File: config.mk
export PLATFORM = sky130hd
export DESIGN_NAME = hazard_stall_controller_flat
export DESIGN_NICKNAME = d
export VERILOG_FILES = /design/src/rtl/hazard_stall_controller_pkg.sv /design/src/rtl/hazard_stall_controller_if.sv /design/src/rtl/hazard_stall_controller_load_scoreboard.sv /design/src/rtl/hazard_stall_controller.sv /design/src/flat_wrapper.sv
export SDC_FILE = /design/constraint.sdc
export NUM_CORES = 1
export LEC_CHECK = 0
export ABC_AREA = 1
export BUFFER_PORTS_ARGS = -buffer_cell sky130_fd_sc_hd__buf_2
export CORE_ASPECT_RATIO = 1.1
export CORE_MARGIN = 4
export CORE_UTILIZATION = 25
export CTS_BUF_LIST = sky130_fd_sc_hd__clkbuf_8
export DETAILED_ROUTE_END_ITERATION = 7
export PLACE_DENSITY = 0.57
export SYNTH_ARGS = -nofsm -noshare
export SYNTH_HDL_FRONTEND = slang
export SYNTH_HIERARCHICAL = 1
export SYNTH_SLANG_ARGS = --single-unit
export TNS_END_PERCENT = 5
File: constraint.sdc
create_clock -name clk -period 1.8 [get_ports clk]
set_clock_uncertainty 0.1 [all_clocks]
set_input_delay 0.18 -clock clk [delete_from_list [all_inputs] [get_ports clk]]
set_output_delay 0.18 -clock clk [all_outputs]
set_load 0.005 [all_outputs]
File: src/rtl/hazard_stall_controller_pkg.sv
// Shared types for the ID-stage hazard/stall controller.
//   reg_addr_t    : register address at the default architectural width
//   hazard_ctrl_t : the four pipeline-control enables, bundled so the decoder
//                   and the pipeline registers use one type
//   CTRL_*        : the four control words the controller can produce
package hazard_stall_controller_pkg;

  localparam int DFLT_REG_ADDR_W = 5;

  typedef logic [DFLT_REG_ADDR_W-1:0] reg_addr_t;

  typedef struct packed {
    logic pc_write;
    logic fetch_write;
    logic make_bubble;
    logic flush_if_id;
  } hazard_ctrl_t;

  // Full pipeline hold: nothing advances, nothing is squashed.
  localparam hazard_ctrl_t CTRL_FREEZE = '{pc_write: 1'b0, fetch_write: 1'b0,
                                           make_bubble: 1'b0, flush_if_id: 1'b0};
  // Redirect: fetch the new target, squash IF/ID and the ID instruction.
  localparam hazard_ctrl_t CTRL_FLUSH  = '{pc_write: 1'b1, fetch_write: 1'b1,
                                           make_bubble: 1'b1, flush_if_id: 1'b1};
  // Load-use stall: hold PC and IF/ID, send a bubble into EX.
  localparam hazard_ctrl_t CTRL_STALL  = '{pc_write: 1'b0, fetch_write: 1'b0,
                                           make_bubble: 1'b1, flush_if_id: 1'b0};
  // Normal flow.
  localparam hazard_ctrl_t CTRL_RUN    = '{pc_write: 1'b1, fetch_write: 1'b1,
                                           make_bubble: 1'b0, flush_if_id: 1'b0};

endpackage

File: src/rtl/hazard_stall_controller_if.sv
// Bundle of the hazard controller's pipeline-side signals.
//   master : the pipeline side (drives EX/ID state, memory busy, branch, clear;
//            receives the enables and the stall counter)
//   slave  : the hazard controller
interface hazard_stall_controller_if #(
  parameter int REG_ADDR_W = 5,
  parameter int CNT_W      = 16
);

  logic                  id_ex_mem_read;
  logic [REG_ADDR_W-1:0] id_ex_rd;
  logic [REG_ADDR_W-1:0] id_rs1;
  logic [REG_ADDR_W-1:0] id_rs2;
  logic                  id_uses_rs1;
  logic                  id_uses_rs2;
  logic                  branch_taken;
  logic                  dmem_busy;
  logic                  cnt_clear;
  logic                  pc_write;
  logic                  fetch_write;
  logic                  make_bubble;
  logic                  flush_if_id;
  logic [CNT_W-1:0]      stall_cycles;

  modport master (
    output id_ex_mem_read, id_ex_rd, id_rs1, id_rs2, id_uses_rs1, id_uses_rs2,
           branch_taken, dmem_busy, cnt_clear,
    input  pc_write, fetch_write, make_bubble, flush_if_id, stall_cycles
  );

  modport slave (
    input  id_ex_mem_read, id_ex_rd, id_rs1, id_rs2, id_uses_rs1, id_uses_rs2,
           branch_taken, dmem_busy, cnt_clear,
    output pc_write, fetch_write, make_bubble, flush_if_id, stall_cycles
  );

endinterface

File: src/rtl/hazard_stall_controller_load_scoreboard.sv
// Load-latency scoreboard: remembers loads that have left EX but whose data
// is not yet forwardable, and reports whether an ID source register depends
// on a pending load (either the load now in EX or a scoreboard entry).
//   clk, reset_n   : clock, asynchronous active-low reset
//   ex_load_i      : instruction in EX is a load
//   ex_rd_i        : destination of the instruction in EX
//   hold_i         : data memory busy, scoreboard holds
//   rs1_i, rs2_i   : ID source registers
//   match_rs1_o/2_o: source depends on a pending load
module hazard_stall_controller_load_scoreboard #(
  parameter int LOAD_LATENCY = 1,
  parameter int REG_ADDR_W   = 5
) (
  input  logic                  clk,
  input  logic                  reset_n,
  input  logic                  ex_load_i,
  input  logic [REG_ADDR_W-1:0] ex_rd_i,
  input  logic                  hold_i,
  input  logic [REG_ADDR_W-1:0] rs1_i,
  input  logic [REG_ADDR_W-1:0] rs2_i,
  output logic                  match_rs1_o,
  output logic                  match_rs2_o
);

  localparam int DEPTH = LOAD_LATENCY - 1;

  if (LOAD_LATENCY < 1 || LOAD_LATENCY > 4) begin : g_bad_latency
    $error("LOAD_LATENCY must be in 1..4");
  end

  logic sb_hit_rs1;
  logic sb_hit_rs2;

  // x0 never creates a dependency, whatever the scoreboard holds.
  function automatic logic reg_match(input logic [REG_ADDR_W-1:0] r,
                                     input logic                  ex_load,
                                     input logic [REG_ADDR_W-1:0] ex_rd,
                                     input logic                  sb_hit);
    return (r != '0) && ((ex_load && (ex_rd == r)) || sb_hit);
  endfunction

  if (DEPTH > 0) begin : g_sb
    logic [DEPTH-1:0]      vld_q, vld_d;
    logic [REG_ADDR_W-1:0] rd_q [DEPTH];
    logic [REG_ADDR_W-1:0] rd_d [DEPTH];

    always_comb begin
      vld_d = vld_q;
      rd_d  = rd_q;
      if (!hold_i) begin
        // A load to x0 enters as invalid so it can never match.
        vld_d[0] = ex_load_i && (ex_rd_i != '0);
        rd_d[0]  = ex_rd_i;
        for (int k = 1; k < DEPTH; k++) begin
          vld_d[k] = vld_q[k-1];
          rd_d[k]  = rd_q[k-1];
        end
      end
    end

    always_ff @(posedge clk or negedge reset_n) begin
      if (!reset_n) begin
        vld_q <= '0;
        for (int k = 0; k < DEPTH; k++) rd_q[k] <= '0;
      end else begin
        vld_q <= vld_d;
        rd_q  <= rd_d;
      end
    end

    always_comb begin
      sb_hit_rs1 = 1'b0;
      sb_hit_rs2 = 1'b0;
      for (int k = 0; k < DEPTH; k++) begin
        if (vld_q[k] && (rd_q[k] == rs1_i)) sb_hit_rs1 = 1'b1;
        if (vld_q[k] && (rd_q[k] == rs2_i)) sb_hit_rs2 = 1'b1;
      end
    end
  end else begin : g_no_sb
    // Single-cycle latency: only the load currently in EX can conflict.
    logic unused_sb_inputs;
    assign unused_sb_inputs = &{1'b0, clk, reset_n, hold_i};
    assign sb_hit_rs1 = 1'b0;
    assign sb_hit_rs2 = 1'b0;
  end

  assign match_rs1_o = reg_match(rs1_i, ex_load_i, ex_rd_i, sb_hit_rs1);
  assign match_rs2_o = reg_match(rs2_i, ex_load_i, ex_rd_i, sb_hit_rs2);

endmodule

File: src/rtl/hazard_stall_controller.sv
// ID-stage hazard and stall controller. Produces PC / IF/ID / ID/EX control
// from the load-use check, data-memory freeze and taken-branch redirect, and
// counts load-use stall cycles in a saturating counter.
//   clk, reset_n : clock, asynchronous active-low reset
//   bus (slave)  : EX/ID hazard inputs, dmem_busy, branch_taken, cnt_clear in;
//                  pc_write, fetch_write, make_bubble, flush_if_id,
//                  stall_cycles out
module hazard_stall_controller
  import hazard_stall_controller_pkg::*;
#(
  parameter int REG_ADDR_W   = 5,
  parameter int LOAD_LATENCY = 1,
  parameter int CNT_W        = 16
) (
  input  logic                     clk,
  input  logic                     reset_n,
  hazard_stall_controller_if.slave bus
);

  logic             match_rs1;
  logic             match_rs2;
  logic             load_use;
  hazard_ctrl_t     ctrl;
  logic [CNT_W-1:0] cnt_q, cnt_d;

  hazard_stall_controller_load_scoreboard #(
    .LOAD_LATENCY (LOAD_LATENCY),
    .REG_ADDR_W   (REG_ADDR_W)
  ) u_scoreboard (
    .clk         (clk),
    .reset_n     (reset_n),
    .ex_load_i   (bus.id_ex_mem_read),
    .ex_rd_i     (bus.id_ex_rd),
    .hold_i      (bus.dmem_busy),
    .rs1_i       (bus.id_rs1),
    .rs2_i       (bus.id_rs2),
    .match_rs1_o (match_rs1),
    .match_rs2_o (match_rs2)
  );

  // Unused sources must not stall: the field may hold arbitrary bits.
  assign load_use = (bus.id_uses_rs1 && match_rs1) ||
                    (bus.id_uses_rs2 && match_rs2);

  always_comb begin
    ctrl = CTRL_RUN;
    if (!reset_n) begin
      ctrl = CTRL_STALL;
    end else if (bus.dmem_busy) begin
      ctrl = CTRL_FREEZE;
    end else if (bus.branch_taken) begin
      // The ID instruction is squashed, so its load-use hazard is moot.
      ctrl = CTRL_FLUSH;
    end else if (load_use) begin
      ctrl = CTRL_STALL;
    end
  end

  assign bus.pc_write    = ctrl.pc_write;
  assign bus.fetch_write = ctrl.fetch_write;
  assign bus.make_bubble = ctrl.make_bubble;
  assign bus.flush_if_id = ctrl.flush_if_id;

  always_comb begin
    cnt_d = cnt_q;
    if (bus.cnt_clear) begin
      cnt_d = '0;
    end else if (load_use && !bus.dmem_busy && !bus.branch_taken &&
                 (cnt_q != {CNT_W{1'b1}})) begin
      cnt_d = cnt_q + 1'b1;
    end
  end

  always_ff @(posedge clk or negedge reset_n) begin
    if (!reset_n) cnt_q <= '0;
    else          cnt_q <= cnt_d;
  end

  assign bus.stall_cycles = cnt_q;

endmodule

File: src/flat_wrapper.sv
// flat-port wrapper written by rule: the top's interface ports become plain ports
module hazard_stall_controller_flat import hazard_stall_controller_pkg::*;
#(
  parameter int REG_ADDR_W   = 5,
  parameter int LOAD_LATENCY = 1,
  parameter int CNT_W        = 16
)
  (clk, reset_n, bus_id_ex_mem_read, bus_id_ex_rd, bus_id_rs1, bus_id_rs2, bus_id_uses_rs1, bus_id_uses_rs2, bus_branch_taken, bus_dmem_busy, bus_cnt_clear, bus_pc_write, bus_fetch_write, bus_make_bubble, bus_flush_if_id, bus_stall_cycles);
  hazard_stall_controller_if #(.REG_ADDR_W(REG_ADDR_W), .CNT_W(CNT_W)) bus_i ();
  input  logic clk;
  input  logic reset_n;
  input wire logic [$bits(bus_i.id_ex_mem_read)-1:0] bus_id_ex_mem_read;
  input wire logic [$bits(bus_i.id_ex_rd)-1:0] bus_id_ex_rd;
  input wire logic [$bits(bus_i.id_rs1)-1:0] bus_id_rs1;
  input wire logic [$bits(bus_i.id_rs2)-1:0] bus_id_rs2;
  input wire logic [$bits(bus_i.id_uses_rs1)-1:0] bus_id_uses_rs1;
  input wire logic [$bits(bus_i.id_uses_rs2)-1:0] bus_id_uses_rs2;
  input wire logic [$bits(bus_i.branch_taken)-1:0] bus_branch_taken;
  input wire logic [$bits(bus_i.dmem_busy)-1:0] bus_dmem_busy;
  input wire logic [$bits(bus_i.cnt_clear)-1:0] bus_cnt_clear;
  output wire logic [$bits(bus_i.pc_write)-1:0] bus_pc_write;
  output wire logic [$bits(bus_i.fetch_write)-1:0] bus_fetch_write;
  output wire logic [$bits(bus_i.make_bubble)-1:0] bus_make_bubble;
  output wire logic [$bits(bus_i.flush_if_id)-1:0] bus_flush_if_id;
  output wire logic [$bits(bus_i.stall_cycles)-1:0] bus_stall_cycles;
  assign bus_i.id_ex_mem_read = bus_id_ex_mem_read;
  assign bus_i.id_ex_rd = bus_id_ex_rd;
  assign bus_i.id_rs1 = bus_id_rs1;
  assign bus_i.id_rs2 = bus_id_rs2;
  assign bus_i.id_uses_rs1 = bus_id_uses_rs1;
  assign bus_i.id_uses_rs2 = bus_id_uses_rs2;
  assign bus_i.branch_taken = bus_branch_taken;
  assign bus_i.dmem_busy = bus_dmem_busy;
  assign bus_i.cnt_clear = bus_cnt_clear;
  assign bus_pc_write = bus_i.pc_write;
  assign bus_fetch_write = bus_i.fetch_write;
  assign bus_make_bubble = bus_i.make_bubble;
  assign bus_flush_if_id = bus_i.flush_if_id;
  assign bus_stall_cycles = bus_i.stall_cycles;
  hazard_stall_controller #(.REG_ADDR_W(REG_ADDR_W), .LOAD_LATENCY(LOAD_LATENCY), .CNT_W(CNT_W)) u_core (.clk(clk), .reset_n(reset_n), .bus(bus_i));
endmodule
==> impl_metrics.env <==
export IMPL_whs_ns=0.241
export IMPL_leakage_nw=1.03
export IMPL_irDropWorstVdd_uv=166
export IMPL_use_met2=0.200
export IMPL_synth_seq_cells=16
export IMPL_drv_slew=0
export IMPL_drive_gt1_frac=0.244
export IMPL_antenna_cells=0
export IMPL_grt_usage=0.113
export IMPL_fin_tns_setup_ns=0
export IMPL_crit_buf_inv=0
export IMPL_clk_pin_slew_worst_paths_ns=0.07
export IMPL_min_period_over_period=0.914
export IMPL_synth_seq_area_share=0.301
export IMPL_status="finished, final reports clean"
export IMPL_cts_sinks=16
export IMPL_antenna_found_initial=0
export IMPL_htreeDepth=1
export IMPL_largest_reg_flops=16
export IMPL_cts_buffer_depth=2
export IMPL_cts_tree="yes"
export IMPL_coreArea_um2=5070
export IMPL_via_per_inst=4.30
export IMPL_clkLatencyLatePin_ns=0.25
export IMPL_post_drt_wl_per_cell_um=10.6
export IMPL_cp_data_arrival_time_ns=1.70
export IMPL_switchingPower_uw=198
export IMPL_hold_viol_final=0
export IMPL_worstPathRequired_ns=1.85
export IMPL_end_kind="register"
export IMPL_grt_max_degree=17
export IMPL_avgSynthCellArea_um2=6.00
export IMPL_die_w_um=77.6
export IMPL_startpoint_type="register"
export IMPL_use_met3=0.0172
export IMPL_root_buffer="clkbuf_8"
export IMPL_crit_slowest_cell="dfrtp_1"
export IMPL_nFillCells=576
export IMPL_syn_area_um2=1330
export IMPL_area_growth_pct=32.0
export IMPL_top_usage_layer="met2"
export IMPL_min_period_ns=1.65
export IMPL_hold_class="input port to register"
export IMPL_num_rows=27
export IMPL_port_buffers=42
export IMPL_p_sw_frac=0.249
export IMPL_ys_warn_count=6
export IMPL_grt_use_met1=0.137
export IMPL_slew_limit_headroom=0.762
export IMPL_synth_fp_nets=246
export IMPL_worst_pin_slew_ns=0.356
export IMPL_power_frac_seq=0.453
export IMPL_dp_hpwl_mm=2.80
export IMPL_vias=1448
export IMPL_fmax_mhz=608
export IMPL_grt_pass1_wl_mm=6.15
export IMPL_path_cells="ha_2 > nand2_1 > nor2_2 > nand2_2 > nor2_4 > nor2_4 > nor2_4 > nand2_1 > nand2_1"
export IMPL_nets=304
export IMPL_clkPwrFrac=0.416
export IMPL_powerDensity_nw_per_um2=452
export IMPL_rsz0062_at_grt="no"
export IMPL_dieArea_um2=6560
export IMPL_cpPeakStageDelay_ns=0.39
export IMPL_drv_cap=0
export IMPL_grt_pass1_vias=1405
export IMPL_ios=43
export IMPL_overflow=0
export IMPL_numCtsBuffers=3
export IMPL_gp_congestion=0.802
export IMPL_critPathTopFamily="simple AND/OR/NAND/NOR gates"
export IMPL_post_cts_buffers=0
export IMPL_ant_nets=0
export IMPL_wl_mm=3.56
export IMPL_combinationalPowerShare=0.131
export IMPL_die_h_um=84.5
export IMPL_drt_iter0_markers=55
export IMPL_p_int_uw=596
export IMPL_critPathMaxFanout=10
export IMPL_drt_pass1_iterations=4
export IMPL_syn_inst=222
export IMPL_critPathKind="register to register"
export IMPL_synthDistinctLibCells=22
export IMPL_initial_core_util=0.263
export IMPL_setup_viol=0
export IMPL_drc_errors=0
[metrics by stage]
stage                      util  area, µm²  total power [mW]  instances  setup slack [ns]
after floorplan               -       1330             0.417        222             0.128
after detailed placement  0.331       1680             0.468        331            0.0243
final                     0.347       1760             0.794        337             0.154
after global routing      0.347       1760             0.838        337            0.0236
after CTS                 0.344       1740             0.808        336             0.117
after global placement    0.331       1680             0.468        331            0.0547
[Yosys cell counts]
master / number / share of area
nand2_2: 2 / 0.0094
clkinv_1: 1 / 0.0028
o21bai_1: 3 / 0.017
nand4_1: 7 / 0.033
ha_1: 1 / 0.0094
nor3_1: 2 / 0.0075
nor2_2: 2 / 0.0094
o21ai_0: 3 / 0.011
a21oi_1: 2 / 0.0075
xor2_1: 5 / 0.033
nand3b_1: 1 / 0.0056
buf_4: 1 / 0.0056
inv_1: 32 / 0.090
dfrtp_1: 16 / 0.30
nand2_1: 99 / 0.28
nor2_4: 3 / 0.025
nor2_8: 1 / 0.015
inv_2: 1 / 0.0028
nor2_1: 24 / 0.068
nand3_1: 14 / 0.053
xnor2_1: 1 / 0.0066
buf_6: 1 / 0.0085
[timing repair]
| item | CTS | global route |
|---|---|---|
| endpoints found under the setup margin | 0 | 11 |
| endpoints found under the hold margin | 16 | 0 |
| resized for setup | 0 | 1 |
| hold buffers | 1 | 0 |
[final cells by class]
type	count	area, µm²	share of cell area
inverter	34	128	0.0726
clock buffer	4	55.1	0.0313
multi-input combinational	171	798	0.454
sequential	16	400	0.228
tap	58	72.6	0.0413
timing repair buffer	54	303	0.172
[routing by layer]
| layer | vias up | share of wire |
|---|---|---|
| li1 | 790 | - |
| met1 | 629 | 0.48 |
| met2 | 25 | 0.46 |
| met3 | 4 | 0.040 |
| met4 | 0 | 0.013 |
| met5 | - | 0 |
[placed cells by master (no fill, tap or decap), drive strengths merged, types with 2 or more instances in the layout]
cell / netlist / routed
nor2: 30 / 31
o21bai: 3 / 3
dfrtp: 16 / 16
nand3: 14 / 14
o21ai: 3 / 3
xor2: 5 / 5
inv: 33 / 33
nand4: 7 / 7
nor3: 2 / 2
buf: 2 / 53
nand2: 101 / 101
clkbuf: 0 / 4
a21oi: 2 / 2
[power groups by stage]
stage	clock, mW	sequential (mW)	combinational [mW]
finish	0.331	0.360	0.104
global route	0.359	0.359	0.120
CTS	0.344	0.360	0.104
detailed placement	0	0.367	0.102
global placement	0	0.367	0.101
floorplan	0	0.367	0.0501
[worst paths after layout]
check | startpoint | end | slack [ns] | cells after the start
worst max register to register | u_core/bus.stall_cycles[0]$_DFFE_PN0P_ | u_core/bus.stall_cycles[11]$_DFFE_PN0P_ | 0.15 | 9
worst min register to register | u_core/bus.stall_cycles[11]$_DFFE_PN0P_ | u_core/bus.stall_cycles[11]$_DFFE_PN0P_ | 0.46 | 2
max in group asynchronous | reset_n | u_core/bus.stall_cycles[7]$_DFFE_PN0P_ | 1.06 | 3
worst max-delay path | u_core/bus.stall_cycles[0]$_DFFE_PN0P_ | u_core/bus.stall_cycles[11]$_DFFE_PN0P_ | 0.15 | 9
worst min-delay path | bus_cnt_clear | u_core/bus.stall_cycles[3]$_DFFE_PN0P_ | 0.24 | 4
min in group asynchronous | reset_n | u_core/bus.stall_cycles[6]$_DFFE_PN0P_ | 0.35 | 3
[worst register-to-register path, stage by stage (launching register included)]
cell     delay [ns]
dfrtp_1        0.39
ha_2           0.21
nand2_1        0.08
nor2_2         0.05
nand2_2        0.10
nor2_4         0.06
nor2_4         0.31
nor2_4         0.12
nand2_1        0.08
nand2_1        0.05
[cell families (layout without fill, tap and decap cells)]
group,Yosys count,in the layout,synth area share
AND/OR/NAND/NOR,155,156,0.505
AO/OA/AOI/OAI,8,8,0.0357
XOR/XNOR,6,6,0.0395
flip-flops,16,16,0.301
buffers and inverters,36,92,0.110
adder cells (fa/ha/maj),1,1,0.00940
Note: power is estimated with default switching activity, not from simulation.
